`config.mk`:
```
export PLATFORM = sky130hd
export DESIGN_NAME = click_encoder
export DESIGN_NICKNAME = d
export VERILOG_FILES = /design/src/rtl/click_encoder.sv
export SDC_FILE = /design/constraint.sdc
export NUM_CORES = 1
export LEC_CHECK = 0
export BUFFER_PORTS_ARGS = -buffer_cell sky130_fd_sc_hd__buf_2
export CORE_MARGIN = 2
export CORE_UTILIZATION = 64
export DETAILED_ROUTE_END_ITERATION = 6
export GPL_TIMING_DRIVEN = 1
export PLACE_DENSITY_LB_ADDON = 0.12
export SYNTH_ARGS = -nofsm -noshare
export SYNTH_HDL_FRONTEND = slang
export SYNTH_SLANG_ARGS = --single-unit
```
`constraint.sdc`:
```
create_clock -name clk -period 5.7 [get_ports clk]
set_input_delay 0.57 -clock clk [delete_from_list [all_inputs] [get_ports clk]]
set_output_delay 0.57 -clock clk [all_outputs]
set_load 0.05 [all_outputs]
```
`src/rtl/click_encoder.sv`:
```
// Click-protocol transmitter: emits N fixed-width pulses, a quiet gap,
// then a one-cycle done strobe.
module click_encoder #(
  parameter int unsigned HIGH_CYCLES = 3,
  parameter int unsigned LOW_CYCLES  = 2,
  parameter int unsigned GAP_CYCLES  = 5,
  parameter int unsigned TIMER_WIDTH = 19
) (
  input  logic       clk,
  input  logic       rst_n,
  input  logic       start,
  input  logic [2:0] count,
  output logic       pulse_out,
  output logic       busy,
  output logic       done
);

  localparam logic [1:0] S_IDLE = 2'd0;
  localparam logic [1:0] S_HIGH = 2'd1;
  localparam logic [1:0] S_LOW  = 2'd2;
  localparam logic [1:0] S_GAP  = 2'd3;

  localparam logic [TIMER_WIDTH-1:0] T_HIGH =
    TIMER_WIDTH'(HIGH_CYCLES - 1);
  localparam logic [TIMER_WIDTH-1:0] T_LOW =
    TIMER_WIDTH'(LOW_CYCLES - 1);
  localparam logic [TIMER_WIDTH-1:0] T_GAP =
    TIMER_WIDTH'(GAP_CYCLES - 1);
  localparam logic [TIMER_WIDTH-1:0] T_ONE =
    TIMER_WIDTH'(1);

  logic [1:0]             state_q, state_d;
  logic [TIMER_WIDTH-1:0] timer_q, timer_d;
  logic [2:0]             rem_q, rem_d;
  logic                   done_d;
  logic                   tmr_zero;

  assign tmr_zero = (timer_q == '0);

  always_comb begin
    state_d = state_q;
    timer_d = timer_q;
    rem_d   = rem_q;
    done_d  = 1'b0;
    unique case (state_q)
      S_IDLE: begin
        if (start && count != 3'd0) begin
          rem_d   = count;
          timer_d = T_HIGH;
          state_d = S_HIGH;
        end
      end
      S_HIGH: begin
        if (!tmr_zero) begin
          timer_d = timer_q - T_ONE;
        end else if (rem_q > 3'd1) begin
          rem_d   = rem_q - 3'd1;
          timer_d = T_LOW;
          state_d = S_LOW;
        end else begin
          timer_d = T_GAP;
          state_d = S_GAP;
        end
      end
      S_LOW: begin
        if (!tmr_zero) begin
          timer_d = timer_q - T_ONE;
        end else begin
          timer_d = T_HIGH;
          state_d = S_HIGH;
        end
      end
      S_GAP: begin
        if (!tmr_zero) begin
          timer_d = timer_q - T_ONE;
        end else begin
          rem_d   = 3'd0;
          state_d = S_IDLE;
          done_d  = 1'b1;
        end
      end
    endcase
  end

  // Outputs are registered alongside the state they decode from.
  always_ff @(posedge clk) begin
    if (!rst_n) begin
      state_q   <= S_IDLE;
      timer_q   <= '0;
      rem_q     <= 3'd0;
      pulse_out <= 1'b0;
      busy      <= 1'b0;
      done      <= 1'b0;
    end else begin
      state_q   <= state_d;
      timer_q   <= timer_d;
      rem_q     <= rem_d;
      pulse_out <= (state_d == S_HIGH);
      busy      <= (state_d != S_IDLE);
      done      <= done_d;
    end
  end

endmodule

```
==> impl_metrics.tcl, run 1 <==
set metrics [dict create \
    fill_cells 179 \
    core_um2 2230 \
    area_growth_syn_to_layout_pct 4.32 \
    outcome "finished clean" \
    critPathLaunchType "flip-flop" \
    synthCells 179 \
    synth_area_leaders "dfxtp_1, nor2_1, xnor2_1" \
    drtIter0Drc 30 \
    synthArstFlopShare 0 \
    antenna_cells 0 \
    place_hpwl_um 2390 \
    end_kind "flip-flop" \
    synth_top_area_cell "dfxtp_1" \
    worst_pin_slew_ns 0.649 \
    cts_hold_buf 0 \
    post-route-period-util 0.398 \
    nets 194 \
    grt_setup_unrepaired "no" \
    place_congestion 0.896 \
    port_buffers 8 \
    vias 1369 \
    cts_resized 0 \
    setup_viol 0 \
    max_freq_ghz 0.441 \
    path_buf_inv 1 \
    yosysMostFrequentCell "dfxtp_1" \
    ff2ff_path_depth 7 \
    cts.clk_slew.worst_paths_ns 0.14 \
    ys_seq_area_frac 0.352 \
    io_pins 9 \
    antenna_left 0 \
    grt_overflow_total 0 \
    route.detailed.drc 0 \
    synth_top_cell_area_share 0.352 \
    ys_ff_latch 27 \
    hp-class "flip-flop to flip-flop" \
    avgSynthCellArea_um2 8.58 \
    drtPass1Iterations 4 \
    grt_pass1_wl_um 5460 \
    fp.dieH_um 53.0 \
    stdcell_count 212 \
    synth_area_um2 1540 \
    min_path_cells 2 \
    path_class "flip-flop to flip-flop" \
    avgViaCountPerCell 6.46 \
    design_area_um2 1600 \
    critPathTopFamily "simple AND/OR/NAND/NOR gates" \
    skew_ns 0.00935 \
    grt_max_degree 16 \
    dp.cells 208 \
    synth_edf_count 0 \
    cp_data_arrival_time_ns 2.51 \
    path_depth 7 \
    relSlewSlack 0.564 \
    cts_tree "built" \
    grt_pass1_vias 1229 \
    track_usage 0.267 \
    die-area_um2 2810 \
    maxCapViolCount 0 \
    cts_max_path_buffers 2 \
    ys_warn_count 0 \
    cp_cell_sequence "inv_1 > ha_1 > nor4b_1 > and3_1 > a311o_2 > nor2_1 > mux2_2" \
    cts_sinks 27 \
    initial_core_util 0.687 \
    fin_setup_tns_ns 0 \
    fin_crit_ns 2.27 \
    cts_buffers 3 \
    antenna_found_initial 0 \
    drt-wirelength-per-cell_um 15.3 \
    critPathSlowestCell "nor4b_1" \
    slew_violations 0 \
    synth_top_cells_by_count "dfxtp_1, nor2_1, inv_1, nand2_1" \
    cts_setup_buffers 0 \
    worstPathRequired_ns 5.94 \
    die_w_um 53.0 \
    drt-total-wl_um 3230 \
    h-tree-depth 1 \
    row_count 17 \
    synth_top_flop_cell "dfxtp_1" \
    syn-num-nets 188 \
    ys_types 54 \
    place_area_um2 1580 \
    path_max_fanout 14 \
    drive_above_1_share 0.141 \
    hold_viol 0 \
    insertion_delay_ns 0.33 \
    max_stage_delay_ns 0.44 \
    cts_root_buf "clkbuf_4" \
]
per-layer routing:
layer | track usage | share of wire | routed length (um)
met1 | 0.342 | 0.44 | 1420
met2 | 0.440 | 0.48 | 1550
met3 | 0.0621 | 0.076 | 247
met4 | 0.0897 | 0.0065 | 21
met5 | 0 | 0 | 0
final cells by class:
type | instances | area, um^2 | area share
inverter | 10 | 37.5 | 0.0234
multi-input combinational | 135 | 922 | 0.576
tap | 28 | 35.0 | 0.0219
clock buffer | 4 | 26.3 | 0.0164
sequential | 27 | 541 | 0.337
timing repair buffer | 8 | 40.0 | 0.0250
flip-flops by register name (all words and copies together) (netlist names):
name       flops
timer_q       19
rem_q          3
state_q        2
busy           1
done           1
pulse_out      1
tightest hold or removal path, stage by stage, from the launching register on:
cell     delay [ns]
dfxtp_1        0.35
nand2_1        0.06
mux2i_1        0.06
through the flow:
step	hold slack, ns	setup slack [ns]	util
6_report	0.502	3.43	0.717
5_1_grt	0.550	3.20	0.717
4_1_cts	0.508	3.47	0.717
3_5_place_dp	0.489	3.49	0.705
3_3_place_gp	0.465	3.59	0.705
2_1_floorplan	0.448	3.74	-
path summary, 6_finish.rpt:
| check | slack [ns] | startpoint | end |
|---|---|---|---|
| worst max-delay path | 3.43 | timer_q[0] | timer_q[15] |
| worst min-delay path | 0.50 | rem_q[0] | rem_q[0] |
| worst max register to register | 3.43 | timer_q[0] | timer_q[15] |
| worst min register to register | 0.50 | rem_q[0] | rem_q[0] |
cell families after synthesis:
group | share of synthesized area
buffers and inverters | 0.0473
AND/OR/NAND/NOR | 0.293
AO/OA/AOI/OAI | 0.205
multiplexers | 0.0212
flip-flops | 0.352
XOR/XNOR | 0.0571
adder cells (fa/ha/maj) | 0.0245
cell usage in the layout (no fill, tap or decap), types with 2 or more instances in the layout:
cell / n
dfxtp_1: 27
nor2_1: 20
inv_1: 10
nand2_1: 9
o21ai_0: 8
xnor2_1: 8
buf_2: 8
nor4_1: 6
a21oi_1: 6
nand3_1: 5
nor3_1: 5
nand2b_1: 4
or3_1: 4
nand4_1: 4
and3_1: 4
and2_1: 3
ha_1: 3
clkbuf_4: 3
or2_2: 2
o31a_1: 2
o21ai_1: 2
nand4b_1: 2
a211oi_1: 2
a21o_1: 2
xor2_1: 2
mux2_2: 2
o211ai_1: 2
o211a_1: 2
a2111oi_0: 2
Power of run 1 is not shown: default switching activity piles up to over one toggle a cycle in this logic, so the estimate is an artifact.
==> run 2, diff against run 1 <==
- CORE_UTILIZATION: 64 -> 53
- clock period: 5.7 -> 2 ns (I/O delays scaled with it)
==> run 2 against run 1 <==
  * Sequential cell count is the same
  * Hold slack lost 0.30 ns
  * Final area grew 8.7%
  * First-iteration DRC count grew 120%
  * Die area grew 19%
  * Register-to-register slack lost 3.4 ns
  * Final cell count grew 9.0%
  * Critical path type unchanged
  * Fmax grew 16%
  * Setup slack lost 3.4 ns
  * Critical endpoint is now timer_q[12]
  * Core utilization shrank 8.6 points
  * Via count grew 1.8%
  * Non-clock buffer count grew 16
==> impl_metrics.tcl, run 2 (synthesis results as in run 1) <==
set metrics [dict create \
    grt_max_degree 15 \
    fill_cells 249 \
    highest_layer "met4" \
    path_depth 7 \
    row_count 19 \
    maxCapViolCount 0 \
    grt_pass1_vias 1428 \
    grt_pass1_wl_um 6090 \
    core_um2 2760 \
    register_area_um2 542 \
    critPathTopFamily "compound AO/OA/AOI/OAI gates" \
    cts.clk_slew.worst_paths_ns 0.14 \
    die_w_um 57.8 \
    fin_crit_ns 1.96 \
    drt-total-wl_um 3420 \
    wl_met1_um 1480 \
    critPathSlowestCell "a311o_2" \
    io_pins 9 \
    route.detailed.drc 0 \
    multi_input_area_um2 937 \
    cts_tree "built" \
    wl_met2_um 1770 \
    cts_setup_buffers 0 \
    area_growth_syn_to_layout_pct 13.4 \
    reg.largest.list "timer_q: 19 flops, rem_q: 3 flops, state_q: 2 flops" \
    outcome "finished clean" \
    final_common_cell "dfxtp_1" \
    initial_core_util 0.557 \
    drtPass1Iterations 4 \
    min_path_cells 3 \
    worstPathRequired_ns 2.27 \
    port_buffers 8 \
    insertion_delay_ns 0.32 \
    path_max_fanout 7 \
    relSlewSlack 0.676 \
    cts_max_path_buffers 2 \
    final_cell_mix "dfxtp_1, nor2_1, buf_4" \
    worst_pin_slew_ns 0.474 \
    cts_buffers 3 \
    hold_viol 0 \
    cts_root_buf "clkbuf_4" \
    drtIter0Drc 66 \
    wl_met3_um 131 \
    antenna_cells 0 \
    max_freq_ghz 0.510 \
    regMostFlops "timer_q" \
    hp-class "primary input to flip-flop" \
    grt_overflow_total 0 \
    drt-wirelength-per-cell_um 14.8 \
    die-area_um2 3340 \
    end_kind "flip-flop" \
    h-tree-depth 1 \
    cp_data_arrival_time_ns 2.23 \
    avgViaCountPerCell 6.03 \
    fp.dieH_um 57.8 \
    grt_setup_unrepaired "yes" \
    nets 210 \
    vias 1394 \
    track_usage 0.235 \
    ff2ff_path_depth 7 \
    whs_ns 0.201 \
    drive_above_1_share 0.230 \
    setup_viol 0 \
    skew_ns 0.00874 \
    place_congestion 0.867 \
    path_buf_inv 2 \
    post-route-period-util 0.980 \
    largest_reg_flops 19 \
    critPathLaunchType "flip-flop" \
    place_hpwl_um 2620 \
    slew_violations 0 \
    antenna_left 0 \
    path_class "flip-flop to flip-flop" \
    max_stage_delay_ns 0.42 \
    antenna_found_initial 0 \
    cp_cell_sequence "inv_1 > ha_1 > nor4b_2 > and3_2 > a311o_2 > buf_4 > o21ba_1" \
    cts_sinks 27 \
]
run 2: worst paths after layout:
check,slack (ns),endpoint,start
max,0.04,timer_q[12],timer_q[0]
min reg2reg,0.50,rem_q[0],rem_q[0]
min,0.20,rem_q[0],count[0]
max reg2reg,0.04,timer_q[12],timer_q[0]
run 2: routing by layer:
metal,vias up,global-route usage
li1,698,-
met3,4,0.0536
met2,26,0.437
met1,666,0.253
met5,-,0
met4,0,0.0997
run 2: worst register-to-register path: cells and delay by family, from the launching register on:
family	cells	cell delay (ns)
flip-flops	1	0.36
AND/OR/NAND/NOR	2	0.44
AO/OA/AOI/OAI	2	0.63
adder cells (fa/ha/maj)	1	0.21
buffers and inverters	2	0.25
run 2: final cells by class:
class,instances,share of cell area
multi-input combinational,135,0.538
sequential,27,0.311
timing repair buffer,24,0.0920
tap,31,0.0223
inverter,10,0.0216
clock buffer,4,0.0151
run 2: stage by stage:
| step | std cells | util | TNS [ns] | cell area [um^2] | setup WS [ns] |
|---|---|---|---|---|---|
| floorplan | 179 | - | 0 | 1540 | 0.0427 |
| global placement | 227 | 0.616 | 0 | 1700 | 0.0620 |
| detailed placement | 227 | 0.616 | -0.0189 | 1700 | -0.0117 |
| CTS | 231 | 0.628 | 0 | 1730 | 0.00769 |
| global route | 231 | 0.632 | -0.0422 | 1740 | -0.0213 |
| finish | 231 | 0.632 | 0 | 1740 | 0.0392 |
run 2: repair_timing:
| item | in CTS | in global routing |
|---|---|---|
| gates resized for setup | 1 | 6 |
| setup endpoints to repair | 4 | 10 |
| hold buffers | 0 | 0 |
Power of run 2 is left out for the same reason.
==> run 3, diff against run 2 <==
- ABC_AREA: not set -> 1
- CORE_UTILIZATION: 53 -> 54
==> run 3 against run 2 <==
  * Via count is 1.4% higher
  * Clock skew is 0.0067 ns lower
  * Register-to-register slack better by 0.17 ns
  * Critical endpoint is now timer_q[5]
  * Highest routed layer unchanged
==> impl_metrics.tcl, run 3 <==
set metrics [dict create \
    outcome "finished clean" \
    route.detailed.drc 0 \
    ys_types 28 \
    maxCapViolCount 0 \
    antenna_found_initial 0 \
    grt_pass1_wl_um 5270 \
    place_hpwl_um 2420 \
    avgViaCountPerCell 4.96 \
    grt_pass1_vias 1272 \
    hold_viol 0 \
    end_kind "flip-flop" \
    min_from "rst_n" \
    ys_ff_latch 27 \
    grt_setup_unrepaired "no" \
    synth_top_cells_by_count "nand2_1, nor2_1, inv_1, dfxtp_1, nand3_1" \
    grt_overflow_total 0 \
    cts_sinks 27 \
    cts_setup_buffers 0 \
    area_growth_syn_to_layout_pct 7.52 \
    worstPathRequired_ns 2.29 \
    grt_max_degree 17 \
    cts_hold_buf 0 \
    drt-wirelength-per-cell_um 10.7 \
    core_um2 2780 \
    slew_violations 0 \
    synth_area_um2 1600 \
    insertion_delay_ns 0.33 \
    synth_top_cell_area_share 0.339 \
    synthCells 240 \
    drtPass1Iterations 4 \
    regMostFlops "timer_q" \
    max_freq_ghz 0.559 \
    cts_resized 0 \
    hp-class "primary input to flip-flop" \
    avgSynthCellArea_um2 6.65 \
    synth_top_area_cell "dfxtp_1" \
    r2r_end "timer_q[5]" \
    cts_buffers 3 \
    worst_pin_slew_ns 0.289 \
    min_path_cells 3 \
    die-area_um2 3410 \
    ys_warn_count 0 \
    critPathLaunchType "flip-flop" \
    nets 264 \
    final_common_cell "nand2_1" \
    relSlewSlack 0.806 \
    fin_setup_tns_ns 0 \
    die_w_um 58.4 \
    synthArstFlopShare 0 \
    initial_core_util 0.574 \
    design_area_um2 1720 \
    track_usage 0.201 \
    io_pins 9 \
    setup_viol 0 \
    path_max_fanout 15 \
    cp_data_arrival_time_ns 2.08 \
    antenna_cells 0 \
    antenna_left 0 \
    place_ws_ns 0.260 \
    syn-num-nets 249 \
    reg2reg_from "timer_q[0]" \
    path_class "flip-flop to flip-flop" \
    ff2ff_path_depth 11 \
    final_cell_mix "nand2_1, nor2_1, inv_1" \
    yosysMostFrequentCell "nand2_1" \
    cts_max_path_buffers 2 \
    cts_root_buf "clkbuf_4" \
    whs_ns 0.130 \
    post-route-period-util 0.895 \
    fin_crit_ns 1.79 \
    drt-total-wl_um 3040 \
    drive_above_1_share 0.138 \
    synth_top_flop_cell "dfxtp_1" \
    place_congestion 0.826 \
    skew_ns 0.00202 \
    synth_area_leaders "dfxtp_1, nand2_1, nor2_1" \
    whs_endpoint "timer_q[4]" \
    reg2reg_slack_ns 0.21 \
    ys_seq_area_frac 0.339 \
    reg.largest.list "timer_q: 19 flops, rem_q: 3 flops, state_q: 2 flops" \
    port_buffers 8 \
    vias 1414 \
    h-tree-depth 1 \
    drtIter0Drc 57 \
    synth_edf_count 0 \
    fp.dieH_um 58.4 \
    row_count 19 \
    cts.clk_slew.worst_paths_ns 0.14 \
    place_area_um2 1690 \
    largest_reg_flops 19 \
    worst_slack_ns 0.210 \
    cts_tree "built" \
]
==> run 3: stage by stage <==
step | cells | utilization
2_1_floorplan | 240 | -
3_3_place_gp | 281 | 0.606
3_5_place_dp | 281 | 0.606
4_1_cts | 285 | 0.617
5_1_grt | 285 | 0.617
6_report | 285 | 0.617
==> run 3: kinds of logic after synthesis <==
group	share of synthesized area
AND/OR/NAND/NOR	0.413
buffers and inverters	0.0940
flip-flops	0.339
AO/OA/AOI/OAI	0.0760
XOR/XNOR	0.0549
adder cells (fa/ha/maj)	0.0235
==> run 3: worst max path at each step <==
stage / end / start
global route: timer_q[4] / timer_q[0]
finish: timer_q[5] / timer_q[0]
CTS: timer_q[5] / timer_q[0]
global placement: timer_q[18] / timer_q[0]
detailed placement: timer_q[11] / timer_q[0]
floorplan: timer_q[17] / timer_q[0]
==> run 3: final cells by class <==
type,instances,area [um^2]
fill,280,1060
multi-input combinational,176,906
sequential,27,541
inverter,35,131
timing repair buffer,12,70.1
tap,31,38.8
clock buffer,3,22.5
clock inverter,1,7.51
==> run 3: critical path: stages, from the launching register on <==
cell and delay (ns):
dfxtp_1 0.36, inv_1 0.12, ha_1 0.19, inv_1 0.04, nor2_1 0.08, nand3_1 0.11, nor2_4 0.18, nand3_4 0.12
nand2_4 0.18, inv_2 0.11, o21ai_0 0.08, and3_1 0.16
==> run 3: layer usage <==
layer / vias up / GRT usage / wire length, um
li1: 781 / - / -
met1: 604 / 0.265 / 1480
met2: 24 / 0.334 / 1370
met3: 5 / 0.0330 / 146
met4: 0 / 0.0698 / 41
met5: - / 0 / 0
Power of run 3 is left out for the same reason.
